[src/rtl/uart_arb_pkg.sv]
// Shared types and default register map for the UART TX arbiter.
package uart_arb_pkg;

  typedef enum logic [2:0] {
    StIdle,
    StPollSetup,
    StPollAccess,
    StWrSetup,
    StWrAccess
  } state_e;

  localparam logic [31:0] TxdataAddrDefault = 32'h0000_0000;
  localparam logic [31:0] StatusAddrDefault = 32'h0000_0008;
  localparam int unsigned TxFifoFullBit     = 0;

endpackage

[src/rtl/uart_tx_arbiter_if.sv]
// APB bus bundle between the TX arbiter (master) and the UART register block (slave).
interface uart_tx_arbiter_if #(
  parameter int unsigned ADDR_WIDTH = 32,
  parameter int unsigned apb_dataW  = 32
);
  logic                  PSEL;
  logic                  PENABLE;
  logic                  PWRITE;
  logic [ADDR_WIDTH-1:0] PADDR;
  logic [apb_dataW-1:0]  PWDATA;
  logic [apb_dataW-1:0]  PRDATA;
  logic                  PREADY;
  logic                  PSLVERR;

  modport master (
    output PSEL, PENABLE, PWRITE, PADDR, PWDATA,
    input  PRDATA, PREADY, PSLVERR
  );

  modport slave (
    input  PSEL, PENABLE, PWRITE, PADDR, PWDATA,
    output PRDATA, PREADY, PSLVERR
  );
endinterface

[src/rtl/rr_arbiter.sv]
// Combinational round-robin picker: first set request after the last granted index.
module rr_arbiter #(
  parameter int unsigned N_REQ = 4,
  parameter int unsigned IdxW  = $clog2(N_REQ)
) (
  input  logic [N_REQ-1:0] req_i,
  input  logic [IdxW-1:0]  last_i,
  output logic [N_REQ-1:0] gnt_o
);

  always_comb begin
    logic found;
    gnt_o = '0;
    found = 1'b0;
    for (int unsigned k = 1; k <= N_REQ; k++) begin
      int unsigned idx;
      idx = (32'(last_i) + k) % N_REQ;
      if (!found && req_i[idx]) begin
        gnt_o[idx] = 1'b1;
        found      = 1'b1;
      end
    end
  end

endmodule

[src/rtl/uart_tx_arbiter.sv]
// Arbitrates N byte requesters onto a UART TX register over APB.
// Define UART_TXARB_POLL_EN to poll the status register (tx_fifo_full) before each write.
module uart_tx_arbiter
  import uart_arb_pkg::*;
#(
  parameter int unsigned          N_REQ       = 4,
  parameter int unsigned          DATA_WIDTH  = 8,
  parameter int unsigned          ADDR_WIDTH  = 32,
  parameter int unsigned          apb_dataW   = 32,
  parameter logic [ADDR_WIDTH-1:0] TXDATA_ADDR = ADDR_WIDTH'(TxdataAddrDefault),
  parameter logic [ADDR_WIDTH-1:0] STATUS_ADDR = ADDR_WIDTH'(StatusAddrDefault)
) (
  input  logic                        PCLK,
  input  logic                        PRSTn,
  input  logic [N_REQ-1:0]            req,
  input  logic [N_REQ*DATA_WIDTH-1:0] req_data,
  output logic [N_REQ-1:0]            gnt,
  output logic                        err,
  output logic                        busy,
  uart_tx_arbiter_if.master           apb
);

  localparam int unsigned IdxW = $clog2(N_REQ);

  state_e                state_q, state_d;
  logic [IdxW-1:0]       win_q, win_d;
  logic [IdxW-1:0]       last_q, last_d;
  logic [DATA_WIDTH-1:0] byte_q, byte_d;
  logic [N_REQ-1:0]      gnt_q, gnt_d;
  logic                  err_q, err_d;

  logic [N_REQ-1:0]      rr_gnt;
  logic [IdxW-1:0]       rr_idx;
  logic                  unused_prdata;

  assign unused_prdata = ^apb.PRDATA;

  rr_arbiter #(
    .N_REQ (N_REQ),
    .IdxW  (IdxW)
  ) u_rr_arbiter (
    .req_i  (req),
    .last_i (last_q),
    .gnt_o  (rr_gnt)
  );

  always_comb begin
    rr_idx = '0;
    for (int unsigned i = 0; i < N_REQ; i++) begin
      if (rr_gnt[i]) rr_idx = IdxW'(i);
    end
  end

  always_ff @(posedge PCLK or negedge PRSTn) begin
    if (!PRSTn) begin
      state_q <= StIdle;
      win_q   <= '0;
      last_q  <= IdxW'(N_REQ - 1);
      byte_q  <= '0;
      gnt_q   <= '0;
      err_q   <= 1'b0;
    end else begin
      state_q <= state_d;
      win_q   <= win_d;
      last_q  <= last_d;
      byte_q  <= byte_d;
      gnt_q   <= gnt_d;
      err_q   <= err_d;
    end
  end

  always_comb begin
    state_d = state_q;
    win_d   = win_q;
    last_d  = last_q;
    byte_d  = byte_q;
    gnt_d   = '0;
    err_d   = 1'b0;
    unique case (state_q)
      StIdle: begin
        if (|req) begin
          win_d  = rr_idx;
          byte_d = req_data[32'(rr_idx)*DATA_WIDTH +: DATA_WIDTH];
`ifdef UART_TXARB_POLL_EN
          state_d = StPollSetup;
`else
          state_d = StWrSetup;
`endif
        end
      end
      StPollSetup: state_d = StPollAccess;
      StPollAccess: begin
        if (apb.PREADY) state_d = apb.PRDATA[TxFifoFullBit] ? StPollSetup : StWrSetup;
      end
      StWrSetup: state_d = StWrAccess;
      StWrAccess: begin
        if (apb.PREADY) begin
`ifdef UART_TXARB_POLL_EN
          gnt_d[win_q] = 1'b1;
          err_d        = apb.PSLVERR;
          last_d       = win_q;
          state_d      = StIdle;
`else
          // Without polling, PSLVERR means the FIFO was full: rewrite the same byte.
          if (apb.PSLVERR) begin
            state_d = StWrSetup;
          end else begin
            gnt_d[win_q] = 1'b1;
            last_d       = win_q;
            state_d      = StIdle;
          end
`endif
        end
      end
      default: state_d = StIdle;
    endcase
  end

  always_comb begin
    apb.PSEL    = 1'b0;
    apb.PENABLE = 1'b0;
    apb.PWRITE  = 1'b0;
    apb.PADDR   = '0;
    apb.PWDATA  = '0;
    unique case (state_q)
      StPollSetup, StPollAccess: begin
        apb.PSEL    = 1'b1;
        apb.PENABLE = (state_q == StPollAccess);
        apb.PADDR   = STATUS_ADDR;
      end
      StWrSetup, StWrAccess: begin
        apb.PSEL    = 1'b1;
        apb.PENABLE = (state_q == StWrAccess);
        apb.PWRITE  = 1'b1;
        apb.PADDR   = TXDATA_ADDR;
        apb.PWDATA  = apb_dataW'(byte_q);
      end
      default: ;
    endcase
  end

  assign busy = (state_q != StIdle);
  assign gnt  = gnt_q;
  assign err  = err_q;

endmodule

[src/flat_wrapper.sv]
// flat-port wrapper written by rule: the top's interface ports become plain ports
module uart_tx_arbiter_flat import uart_arb_pkg::*;
#(
  parameter int unsigned          N_REQ       = 4,
  parameter int unsigned          DATA_WIDTH  = 8,
  parameter int unsigned          ADDR_WIDTH  = 32,
  parameter int unsigned          apb_dataW   = 32,
  parameter logic [ADDR_WIDTH-1:0] TXDATA_ADDR = ADDR_WIDTH'(TxdataAddrDefault),
  parameter logic [ADDR_WIDTH-1:0] STATUS_ADDR = ADDR_WIDTH'(StatusAddrDefault)
)
  (PCLK, PRSTn, req, req_data, gnt, err, busy, apb_PSEL, apb_PENABLE, apb_PWRITE, apb_PADDR, apb_PWDATA, apb_PRDATA, apb_PREADY, apb_PSLVERR);
  uart_tx_arbiter_if #(.ADDR_WIDTH(ADDR_WIDTH), .apb_dataW(apb_dataW)) apb_i ();
  input  logic PCLK;
  input  logic PRSTn;
  input  logic [N_REQ-1:0] req;
  input  logic [N_REQ*DATA_WIDTH-1:0] req_data;
  output logic [N_REQ-1:0] gnt;
  output logic err;
  output logic busy;
  output wire logic [$bits(apb_i.PSEL)-1:0] apb_PSEL;
  output wire logic [$bits(apb_i.PENABLE)-1:0] apb_PENABLE;
  output wire logic [$bits(apb_i.PWRITE)-1:0] apb_PWRITE;
  output wire logic [$bits(apb_i.PADDR)-1:0] apb_PADDR;
  output wire logic [$bits(apb_i.PWDATA)-1:0] apb_PWDATA;
  input wire logic [$bits(apb_i.PRDATA)-1:0] apb_PRDATA;
  input wire logic [$bits(apb_i.PREADY)-1:0] apb_PREADY;
  input wire logic [$bits(apb_i.PSLVERR)-1:0] apb_PSLVERR;
  assign apb_PSEL = apb_i.PSEL;
  assign apb_PENABLE = apb_i.PENABLE;
  assign apb_PWRITE = apb_i.PWRITE;
  assign apb_PADDR = apb_i.PADDR;
  assign apb_PWDATA = apb_i.PWDATA;
  assign apb_i.PRDATA = apb_PRDATA;
  assign apb_i.PREADY = apb_PREADY;
  assign apb_i.PSLVERR = apb_PSLVERR;
  uart_tx_arbiter #(.N_REQ(N_REQ), .DATA_WIDTH(DATA_WIDTH), .ADDR_WIDTH(ADDR_WIDTH), .apb_dataW(apb_dataW), .TXDATA_ADDR(TXDATA_ADDR), .STATUS_ADDR(STATUS_ADDR)) u_core (.PCLK(PCLK), .PRSTn(PRSTn), .req(req), .req_data(req_data), .gnt(gnt), .err(err), .busy(busy), .apb(apb_i));
endmodule
[config.mk]
export PLATFORM = sky130hd
export DESIGN_NAME = uart_tx_arbiter_flat
export DESIGN_NICKNAME = d
export VERILOG_FILES = /design/src/rtl/uart_arb_pkg.sv /design/src/rtl/uart_tx_arbiter_if.sv /design/src/rtl/rr_arbiter.sv /design/src/rtl/uart_tx_arbiter.sv /design/src/flat_wrapper.sv
export SDC_FILE = /design/constraint.sdc
export NUM_CORES = 1
export LEC_CHECK = 0
export CORE_ASPECT_RATIO = 1.4
export CORE_MARGIN = 1.5
export CORE_UTILIZATION = 45
export CTS_BUF_LIST = sky130_fd_sc_hd__clkbuf_4 sky130_fd_sc_hd__clkbuf_8 sky130_fd_sc_hd__clkbuf_16
export DETAILED_ROUTE_END_ITERATION = 8
export DONT_BUFFER_PORTS = 1
export GPL_ROUTABILITY_DRIVEN = 1
export PLACE_DENSITY = 0.69
export SETUP_SLACK_MARGIN = 0.5
export SYNTH_ARGS = -nofsm -noshare
export SYNTH_HDL_FRONTEND = slang
export SYNTH_SLANG_ARGS = --single-unit
export TNS_END_PERCENT = 5
[constraint.sdc]
create_clock -name PCLK -period 2.8 [get_ports PCLK]
set_input_delay 0.42 -clock PCLK [delete_from_list [all_inputs] [get_ports PCLK]]
set_output_delay 0.42 -clock PCLK [all_outputs]
set_load 0.01 [all_outputs]
Word level (Yosys, flattened, before mapping)
Cells that the tools add are included.

Register bits after elaboration: 19. Input bits: 72. Logic and storage cells: 93.

$add $sub $neg: 4. Magnitude comparators: 10. Equality and inequality tests: 7. Shift operators: 1. Mux-type cells: 42. Bitwise gates (word level): 4. Reduce and logical (&&, ||, !) cells: 20.

Operators by type and width (number): 2-to-1 mux 4 bit (8); indexed part select 32 x 6 -> 8 bit (1); less-than comparator 2 x 3 -> 1 bit, second input constant (5); 2-to-1 mux 1 bit (15); case mux 3 bit (5 select lines) (1); bitwise OR 4 bit (3); demux 1 bit (select 2 bit) (5); >= comparator 2 x 1 -> 1 bit, second input constant (5); 2-to-1 mux 3 bit (3); binary-select mux 1 bit (select 2 bit) (4); logical AND 1 bit (8); 2-to-1 mux 2 bit (4); 2-to-1 mux 8 bit (1); OR reduction 4 bit (2); == test 3 x 2 -> 1 bit, second input constant (2); AND reduction 3 bit (2); adder 2 x 1 -> 2 bit, second input constant (2); adder 2 bit, second input constant (2); != test 2 bit, second input constant (2); OR reduction 2 bit (2); == test 3 x 1 -> 1 bit, second input constant (1); == test 3 bit, second input constant (1); logical NOT 1 bit (3); logical NOT 3 bit (1); 5 further kinds (5).

Logic depth before layout (Yosys ltp)
Gate-level depths: netlist of run 1.

Depth in word-level cells: 17. Depth in mapped cells: 10.

Hierarchy
A second synthesis of run 1 with hierarchy kept.

Cells, all modules: 204. Area, all modules: 1896.8 sq um.

Modules (own cells, without submodules): uart_tx_arbiter (instances 1, cells each 166, area an instance 1539.0 sq um, sequential area each 478.0 sq um); rr_arbiter (instances 1, cells each 38, area an instance 357.8 sq um, sequential area each 0.0 sq um).

Worst setup path after synthesis of run 1
No wires, ideal clock.

Path kind: flip-flop to flip-flop. Start point: register u_core.last_q[0]. End point: register u_core.win_q[0]. Setup time: 119 ps. Arrival: 2385 ps. Data required time: 2681 ps. Path slack: 296 ps. Cell stages (with the launch flop): 11. Period minus slack after synthesis: 2504 ps. Path through: dfstp_2 buf_6 inv_1 ha_1 mux4_2 nand2_1 nand2_2 a211oi_4 buf_4 o211ai_1 o21a_1.

Longest elaborated chain between the ends: 16. Elaborated cells between the ends (all ways): 51. Classes of those cells: add/sub: 4; order compare: 8; mux: 26; bitwise: 3; reduce/logical: 10.

RTL lines: start, declared (line uart_tx_arbiter.sv:27) `logic [IdxW-1:0] last_q, last_d;`; start signal, assigned (line uart_tx_arbiter.sv:58) `last_q <= IdxW'(N_REQ - 1);`; start signal, assigned (line uart_tx_arbiter.sv:65) `last_q <= last_d;`; parallel branches: the longest is 12 deep, another holds less-than comparator 2 x 3 -> 1 bit; 2-to-1 mux 4 bit * (line rr_arbiter.sv:18) `if (!found && req_i[idx]) begin`; 2-to-1 mux 1 bit (line uart_tx_arbiter.sv:50) `if (rr_gnt[i]) rr_idx = IdxW'(i);`; 2-to-1 mux 2 bit (line uart_tx_arbiter.sv:50); 2-to-1 mux 2 bit * (line uart_tx_arbiter.sv:50); end signal, assigned (line uart_tx_arbiter.sv:64) `win_q <= win_d;`; end, declared (line uart_tx_arbiter.sv:26) `logic [IdxW-1:0] win_q, win_d;`.

Mark *: on every way between the ends. The select of a mux whose other input is x is not followed. A chain may end at the register's enable or synchronous reset.

Final worst setup path of run 1
Start point: register u_core.last_q[0]. End point: register u_core.byte_q[0].

Longest elaborated chain between the ends: 17. Elaborated cells between the ends (all ways): 52. Classes of those cells: add/sub: 4; order compare: 8; shift: 1; mux: 26; bitwise: 3; reduce/logical: 10.

RTL lines: parallel branches: the longest is 12 deep, another holds less-than comparator 2 x 3 -> 1 bit; 2-to-1 mux 4 bit * (line rr_arbiter.sv:18); 2-to-1 mux 1 bit (line uart_tx_arbiter.sv:50); 2-to-1 mux 2 bit (line uart_tx_arbiter.sv:50); 2-to-1 mux 2 bit * (line uart_tx_arbiter.sv:50); indexed part select 32 x 6 -> 8 bit * (line uart_tx_arbiter.sv:83) `byte_d = req_data[32'(rr_idx)*DATA_WIDTH +: DATA_WIDTH];`; end signal, assigned (line uart_tx_arbiter.sv:66) `byte_q <= byte_d;`; end, declared (line uart_tx_arbiter.sv:28) `logic [DATA_WIDTH-1:0] byte_q, byte_d;`.

Marks and branches as above.

==> impl_metrics.py, run 1 <==
metrics = {
    "synthesis": {
        "yosys_warnings": 0,
        "synth_flop_cell": "dfrtp_1",
        "synth_cell_types": 42,
        "avgSynthCellArea_um2": 8.686,
        "synth_edf_count": 0,
        "synth.most_common_cell": "buf_4",
        "synthCells": 224,
        "synth_area_mm2": 0.001946,
        "synth_top_cell_by_area": "buf_4",
        "synth_common_cells": "buf_4 (57), nor2_1 (19), nand2_1 (18), dfrtp_1 (17)",
        "ys_seq_elements": 19,
        "synth_area_leaders": "buf_4 (22%), dfrtp_1 (22%), ha_1 (4.5%), mux2i_1 (4.1%), o311ai_1 (4.1%)",
        "async_flop_share_pct": 100.0,
        "synth.top_cell.area_share_pct": 21.99,
        "yosysSeqAreaShare_pct": 24.57,
    },
    "clock_network": {
        "htree_levels": 1,
        "clock-sinks": 19,
        "cts_tree": "built",
        "cts-root-buf": "clkbuf_8",
        "clkSlewWorstSetupHoldPaths_ps": 80,
        "numCtsBuffers": 3,
        "clk_latency_ps": 260,
        "clockBufferDepth": 2,
    },
    "floorplanning": {
        "core_area_mm2": 0.004204,
        "dieWidth_um": 58.57,
        "ioPinCount": 145,
        "dieArea_mm2": 0.004732,
        "start_util_pct": 46.28,
        "die_height_um": 80.80,
        "num_rows": 28,
    },
    "worst_setup_path": {
        "regToRegStartpoint": "u_core.last_q[0]",
        "reg2reg_to": "u_core.byte_q[0]",
        "crit_path_end_kind": "flop",
        "rrSetupSlack_ps": 270,
        "critical_path_class": "flop to flop",
        "rr_worst_depth": 10,
        "setup.worst_path.start": "u_core.last_q[0]",
        "cp-start-kind": "flop",
        "endpoint": "u_core.byte_q[0]",
        "crit_required_ps": 2960,
        "cp_max_fo": 6,
        "critical_path_arrival_ps": 2690,
    },
    "grt": {
        "grt_use_met3_pct": 2.548,
        "use_met1_pct": 18.92,
        "grt_pass1_wl_mm": 5.637,
        "first_global_vias": 1220,
        "gr-usage-all-layers_pct": 15.13,
        "grt_max_degree": 21,
        "busiest_layer": "met2",
        "antenna_found_initial": 0,
        "grt.overflow.total": 0,
        "grtUsageMet2_pct": 26.74,
    },
    "power_and_ir_drop": {
        "ir_drop_v": 0.0006492,
        "comb_power_share_pct": 74.0,
        "p_leak_nw": 0.9722,
        "switching_share_pct": 45.97,
        "p_seq_share_pct": 19.2,
        "p_sw_mw": 1.317,
        "clkPwrFrac_pct": 6.8,
        "p_per_area_mw_per_mm2": 1322,
        "p_int_mw": 1.548,
    },
    "timing": {
        "worst_slack_ps": 274.1,
        "min_period_ps": 2526,
        "clock_skew_ps": 4.414,
        "slew_violations": 0,
        "grt_setup_unrepaired": "true",
        "period_share_pct": 90.21,
        "hold_violations": 0,
        "setup_tns_ps": 0,
        "slew_headroom_pct": 40.19,
        "finalSetupViolCount": 0,
        "max_freq_mhz": 395.9,
        "worstMarginPinSlew_ps": 889.0,
    },
    "route": {
        "vias_per_cell": 5.317,
        "ant_nets": 0,
        "first_pass_iters": 4,
        "wl_mm": 4.144,
        "via_count": 1510,
        "routedWlPerCell_um": 14.59,
        "drc": 0,
        "dr.first_iter.drc_count": 23,
    },
    "placed_design": {
        "post-place-cells": 264,
        "place_hpwl_mm": 2.761,
        "pre_cts_slack_ps": 202.6,
        "dpl_cell_area_mm2": 0.001808,
        "place.gp.congestion": 0.7954,
        "io_buffers": 0,
    },
    "finish": {
        "fin_area_mm2": 0.002167,
        "final_cells": 284,
        "antennaDiodeCount": 0,
        "nets": 319,
        "drive_above_1_share_pct": 23.43,
        "fillers": 408,
        "area_growth_pct": 11.38,
    },
    "flow_run": {
        "maxCapViolCount": 0,
    },
    "run_status": {
        "status": "completed",
    },
    "min_path": {
        "min-delay-path-class": "primary input to flop",
    },
}
what timing repair did:
item	CTS	global route
hold buffers	1	0
setup endpoints to repair	10	11
endpoints found under the hold margin	19	0
pin swaps	1	9
buffers inserted	3	12
gates resized for setup	2	29
worst min-delay path by stage:
| stage | endpoint | start | depth (start not counted) | slack [ps] |
|---|---|---|---|---|
| floorplan | u_core.byte_q[0] | PRSTn | 0 | 120 |
| global route | u_core.state_q[0] | apb_PREADY | 2 | 360 |
| finish | u_core.state_q[0] | apb_PREADY | 2 | 320 |
| CTS | u_core.state_q[0] | apb_PREADY | 2 | 320 |
| detailed placement | u_core.gnt[2] | PRSTn | 0 | 130 |
| global placement | u_core.gnt[2] | PRSTn | 0 | 120 |
final cells by class:
type / count / area, µm² / share of cell area [%]
timing repair buffer: 22 / 211.5 / 9.758
tap: 45 / 56.30 / 2.598
multi-input combinational: 189 / 1353 / 62.41
clock buffer: 3 / 41.29 / 1.905
clock inverter: 1 / 5.005 / 0.2309
inverter: 5 / 22.52 / 1.039
sequential: 19 / 478.0 / 22.06
routing by layer:
| metal | vias to the layer above | share of wire (%) |
|---|---|---|
| met5 | - | 0 |
| met3 | 4 | 6.1 |
| li1 | 707 | - |
| met1 | 725 | 39 |
| met2 | 74 | 54 |
| met4 | 0 | 0.72 |
sequential cells by signal, indices dropped and copies added, names as in the netlist:
| register | count |
|---|---|
| u_core.last_q | 2 |
| u_core.byte_q | 8 |
| u_core.win_q | 2 |
| u_core.state_q | 3 |
| u_core.gnt | 4 |
power by group through the flow:
stage / clock, mW / combinational, mW / sequential [mW]
4_1_cts: 0.196 / 1.50 / 0.545
5_1_grt: 0.206 / 2.29 / 0.574
6_report: 0.195 / 2.12 / 0.551
3_3_place_gp: 0 / 1.42 / 0.558
3_5_place_dp: 0 / 1.44 / 0.560
2_1_floorplan: 0 / 1.29 / 0.472
cell families (layout without fill, tap and decap cells):
family	count (synthesis)	count (layout)	share of synthesized area, %
adders and majority gates	7	7	4.501
muxes	11	11	7.588
AOI/OAI and AO/OA	37	37	14.92
other	1	56	0.1927
buffers and inverters	71	31	25.14
and+or+nand+nor	76	76	22.19
DFF	19	19	24.57
xor gates and xnor gates	2	2	0.9005
through the flow:
step	util, %	power [mW]	hold WS (ps)
final	51.55	2.864	323.8
after floorplan	-	1.758	124.4
after CTS	44.97	2.240	317.3
after global routing	51.55	3.070	363.0
after global placement	43.01	1.978	125.0
after detailed placement	43.01	1.999	125.0
critical path, cell delays in order, from the launching register on:
cell,delay (ps)
dfstp_2,600
buf_6,140
mux4_2,600
nand3b_4,120
nand2_2,70
a211oi_4,280
buf_12,150
buf_8,120
buf_6,90
nand4b_1,150
o311ai_4,100
cells in the final DEF, fill, tap and decap left out, types with 5 or more instances in the layout:
master and instances:
nor2b_1 9, nor2_1 19, dfrtp_1 17, a2bb2oi_2 8, o21ai_0 5, nand2_1 17
buf_4 15, nand4b_1 8, mux2i_1 6, conb_1 56, nand2b_1 5, o311ai_2 5
a21oi_1 5, ha_1 6
(Power assumes the default switching activity.)
==> inputs of run 2 (changes only) <==
--- a/config.mk
+++ b/config.mk
@@ -5,6 +5,7 @@
 export SDC_FILE = /design/constraint.sdc
 export NUM_CORES = 1
 export LEC_CHECK = 0
+export ABC_AREA = 1
 export CORE_ASPECT_RATIO = 1.4
 export CORE_MARGIN = 1.5
 export CORE_UTILIZATION = 45
==> impl_metrics.py, run 2 <==
metrics = {
    "finish": {
        "final_common_cell": "nand2_1",
        "antennaDiodeCount": 0,
        "largest_reg_flops": 8,
        "seq_area_um2": 478.0,
        "drive_above_1_share_pct": 11.48,
        "fin_util_pct": 46.79,
        "fillers": 482,
        "final_cell_mix": "nand2_1 (90), conb_1 (56), nor2_1 (48)",
        "nets": 411,
        "final_cells": 393,
        "multiInputGateArea_mm2": 0.001244,
        "area_growth_pct": 1.029,
        "top_register": "u_core.byte_q",
    },
    "power_and_ir_drop": {
        "power_mw": 3.058,
        "p_int_mw": 1.366,
        "clkPwrFrac_pct": 6.0,
        "p_seq_share_pct": 15.7,
        "p_sw_mw": 1.692,
        "comb_power_share_pct": 78.4,
        "ir_drop_v": 0.0008306,
        "switching_share_pct": 55.32,
        "p_leak_nw": 1.236,
        "p_per_area_mw_per_mm2": 1464,
    },
    "synthesis": {
        "synth_flop_cell": "dfrtp_1",
        "synth.most_common_cell": "nand2_1",
        "async_flop_share_pct": 100.0,
        "synth_edf_count": 0,
        "avgSynthCellArea_um2": 6.439,
        "synthCells": 321,
        "synth_area_leaders": "dfrtp_1 (21%), buf_4 (20%), nand2_1 (16%), nor2_1 (8.9%), inv_1 (6.7%)",
        "synth_cell_types": 29,
        "synth_common_cells": "nand2_1 (90), buf_4 (56), nor2_1 (49), inv_1 (37), nand3_1 (22)",
        "synth_top_cell_by_area": "dfrtp_1",
        "synth.top_cell.area_share_pct": 20.58,
        "ys_seq_elements": 19,
        "synth_area_mm2": 0.002067,
        "yosys_warnings": 0,
        "yosysSeqAreaShare_pct": 23.12,
    },
    "worst_setup_path": {
        "cp_max_fo": 10,
        "cp-start-kind": "flop",
        "max_stage_delay_ps": 550,
        "crit_required_ps": 2940,
        "worstPathCellList": "inv_1 > ha_4 > inv_1 > nand3_1 > nand2_1 > nand2_2 > nor2_4 > nand2_1 > inv_2 > nor2_4 > nand2_4 > nand2_8 > nand2_1 > nand2_1 > nand2_1 > nand2_1 > nand2_1",
        "rr_worst_depth": 17,
        "cp_common_cell": "nand2_1",
        "critical_path_arrival_ps": 2400,
        "slowest_stage": "dfstp_2",
        "crit_path_end_kind": "flop",
        "rrSetupSlack_ps": 540,
        "critical_path_class": "flop to flop",
    },
    "run_status": {
        "status": "completed",
    },
    "route": {
        "vias_per_cell": 4.374,
        "wl_mm": 3.991,
        "drc": 0,
        "via_count": 1719,
        "dr.first_iter.drc_count": 49,
        "ant_nets": 0,
        "routedWlPerCell_um": 10.16,
        "first_pass_iters": 4,
    },
    "timing": {
        "max_freq_mhz": 442.8,
        "grt_setup_unrepaired": "true",
        "slew_headroom_pct": 49.87,
        "finalSetupViolCount": 0,
        "min_period_ps": 2258,
        "slew_violations": 0,
        "setup_tns_ps": 0,
        "fin_hold_ws_ps": 279.8,
        "worstMarginPinSlew_ps": 749.5,
        "period_share_pct": 80.65,
        "hold_violations": 0,
        "clock_skew_ps": 1.315,
    },
    "clock_network": {
        "clockBufferDepth": 2,
        "numCtsBuffers": 3,
        "htree_levels": 1,
        "clock-sinks": 19,
        "clkSlewWorstSetupHoldPaths_ps": 70,
        "cts-root-buf": "clkbuf_8",
        "cts_tree": "built",
        "clk_latency_ps": 250,
    },
    "placed_design": {
        "place.gp.congestion": 0.8217,
        "post-place-cells": 383,
        "io_buffers": 0,
        "place_hpwl_mm": 3.047,
    },
    "grt": {
        "grt_pass1_wl_mm": 6.617,
        "antenna_found_initial": 0,
        "gr-usage-all-layers_pct": 16.47,
        "grt.overflow.total": 0,
        "first_global_vias": 1557,
        "grt_max_degree": 18,
    },
    "floorplanning": {
        "dieWidth_um": 60.28,
        "ioPinCount": 145,
        "dieArea_mm2": 0.005015,
        "core_area_mm2": 0.004463,
        "start_util_pct": 46.31,
        "die_height_um": 83.19,
        "num_rows": 29,
    },
    "min_path": {
        "min-delay-path-class": "primary input to flop",
        "whs_path_depth": 1,
    },
    "flow_run": {
        "maxCapViolCount": 0,
    },
}
==> run 2: what timing repair did <==
action / CTS / global route
setup endpoints to repair: 9 / 12
hold buffers: 1 / 1
hold endpoints to repair: 17 / 2
buffers inserted: 3 / 1
pin swaps: 2 / 1
gates resized for setup: 3 / 3
==> run 2: power groups by stage <==
stage          combinational (mW)  sequential [mW]  clock (mW)
2_1_floorplan                1.82            0.476           0
3_3_place_gp                 2.15            0.502           0
3_5_place_dp                 2.18            0.503           0
6_report                     2.40            0.479       0.183
4_1_cts                      2.32            0.475       0.188
5_1_grt                      2.74            0.492       0.198
==> run 2: routing by layer <==
| layer | track usage (%) | vias up | part of all wire [%] |
|---|---|---|---|
| li1 | - | 877 | - |
| met1 | 19.57 | 765 | 39 |
| met2 | 30.83 | 73 | 54 |
| met3 | 0.9346 | 4 | 6.5 |
| met4 | 3.636 | 0 | 0.85 |
| met5 | 0 | - | 0 |
==> run 2: cell families (layout without fill, tap and decap cells) <==
family | Yosys count | count (layout) | share of synthesized area (%)
compound gates | 10 | 10 | 2.845
fa+ha+maj | 7 | 7 | 4.237
buf+inv | 100 | 55 | 28.69
flops | 19 | 19 | 23.12
other cells | 1 | 56 | 0.1814
simple gates | 184 | 184 | 40.92
==> run 2: final cells by class <==
| class | instances | area share (%) |
|---|---|---|
| Timing Repair Buffer | 9 | 4.074 |
| Multi-Input combinational cell | 257 | 59.56 |
| Sequential cell | 19 | 22.89 |
| Clock inverter | 1 | 0.2397 |
| Inverter | 42 | 7.549 |
| Clock buffer | 3 | 1.977 |
| Tap cell | 62 | 3.715 |
==> run 2: critical path: cells and delay by family (launching register included) <==
family                   cells  cell delay, ps
AND/OR/NAND/NOR             13            1090
flip-flops                   1             550
adder cells (fa/ha/maj)      1             290
buffers and inverters        3             200
==> run 2: worst paths after layout <==
path | start | end
hold reg to reg | u_core.byte_q[3] | u_core.byte_q[3]
min in group asynchronous | PRSTn | u_core.last_q[1]
hold / removal | apb_PREADY | u_core.state_q[2]
max in group asynchronous | PRSTn | u_core.state_q[2]
setup / recovery | u_core.last_q[1] | u_core.byte_q[4]
setup reg to reg | u_core.last_q[1] | u_core.byte_q[4]
==> run 2: through the flow <==
| step | worst slack (ps) | instance area, µm² |
|---|---|---|
| 2_1_floorplan | 512.2 | 2273 |
| 3_3_place_gp | 341.6 | 1951 |
| 3_5_place_dp | 298.6 | 1951 |
| 4_1_cts | 500.9 | 2052 |
| 5_1_grt | 352.7 | 2088 |
| 6_report | 541.7 | 2088 |
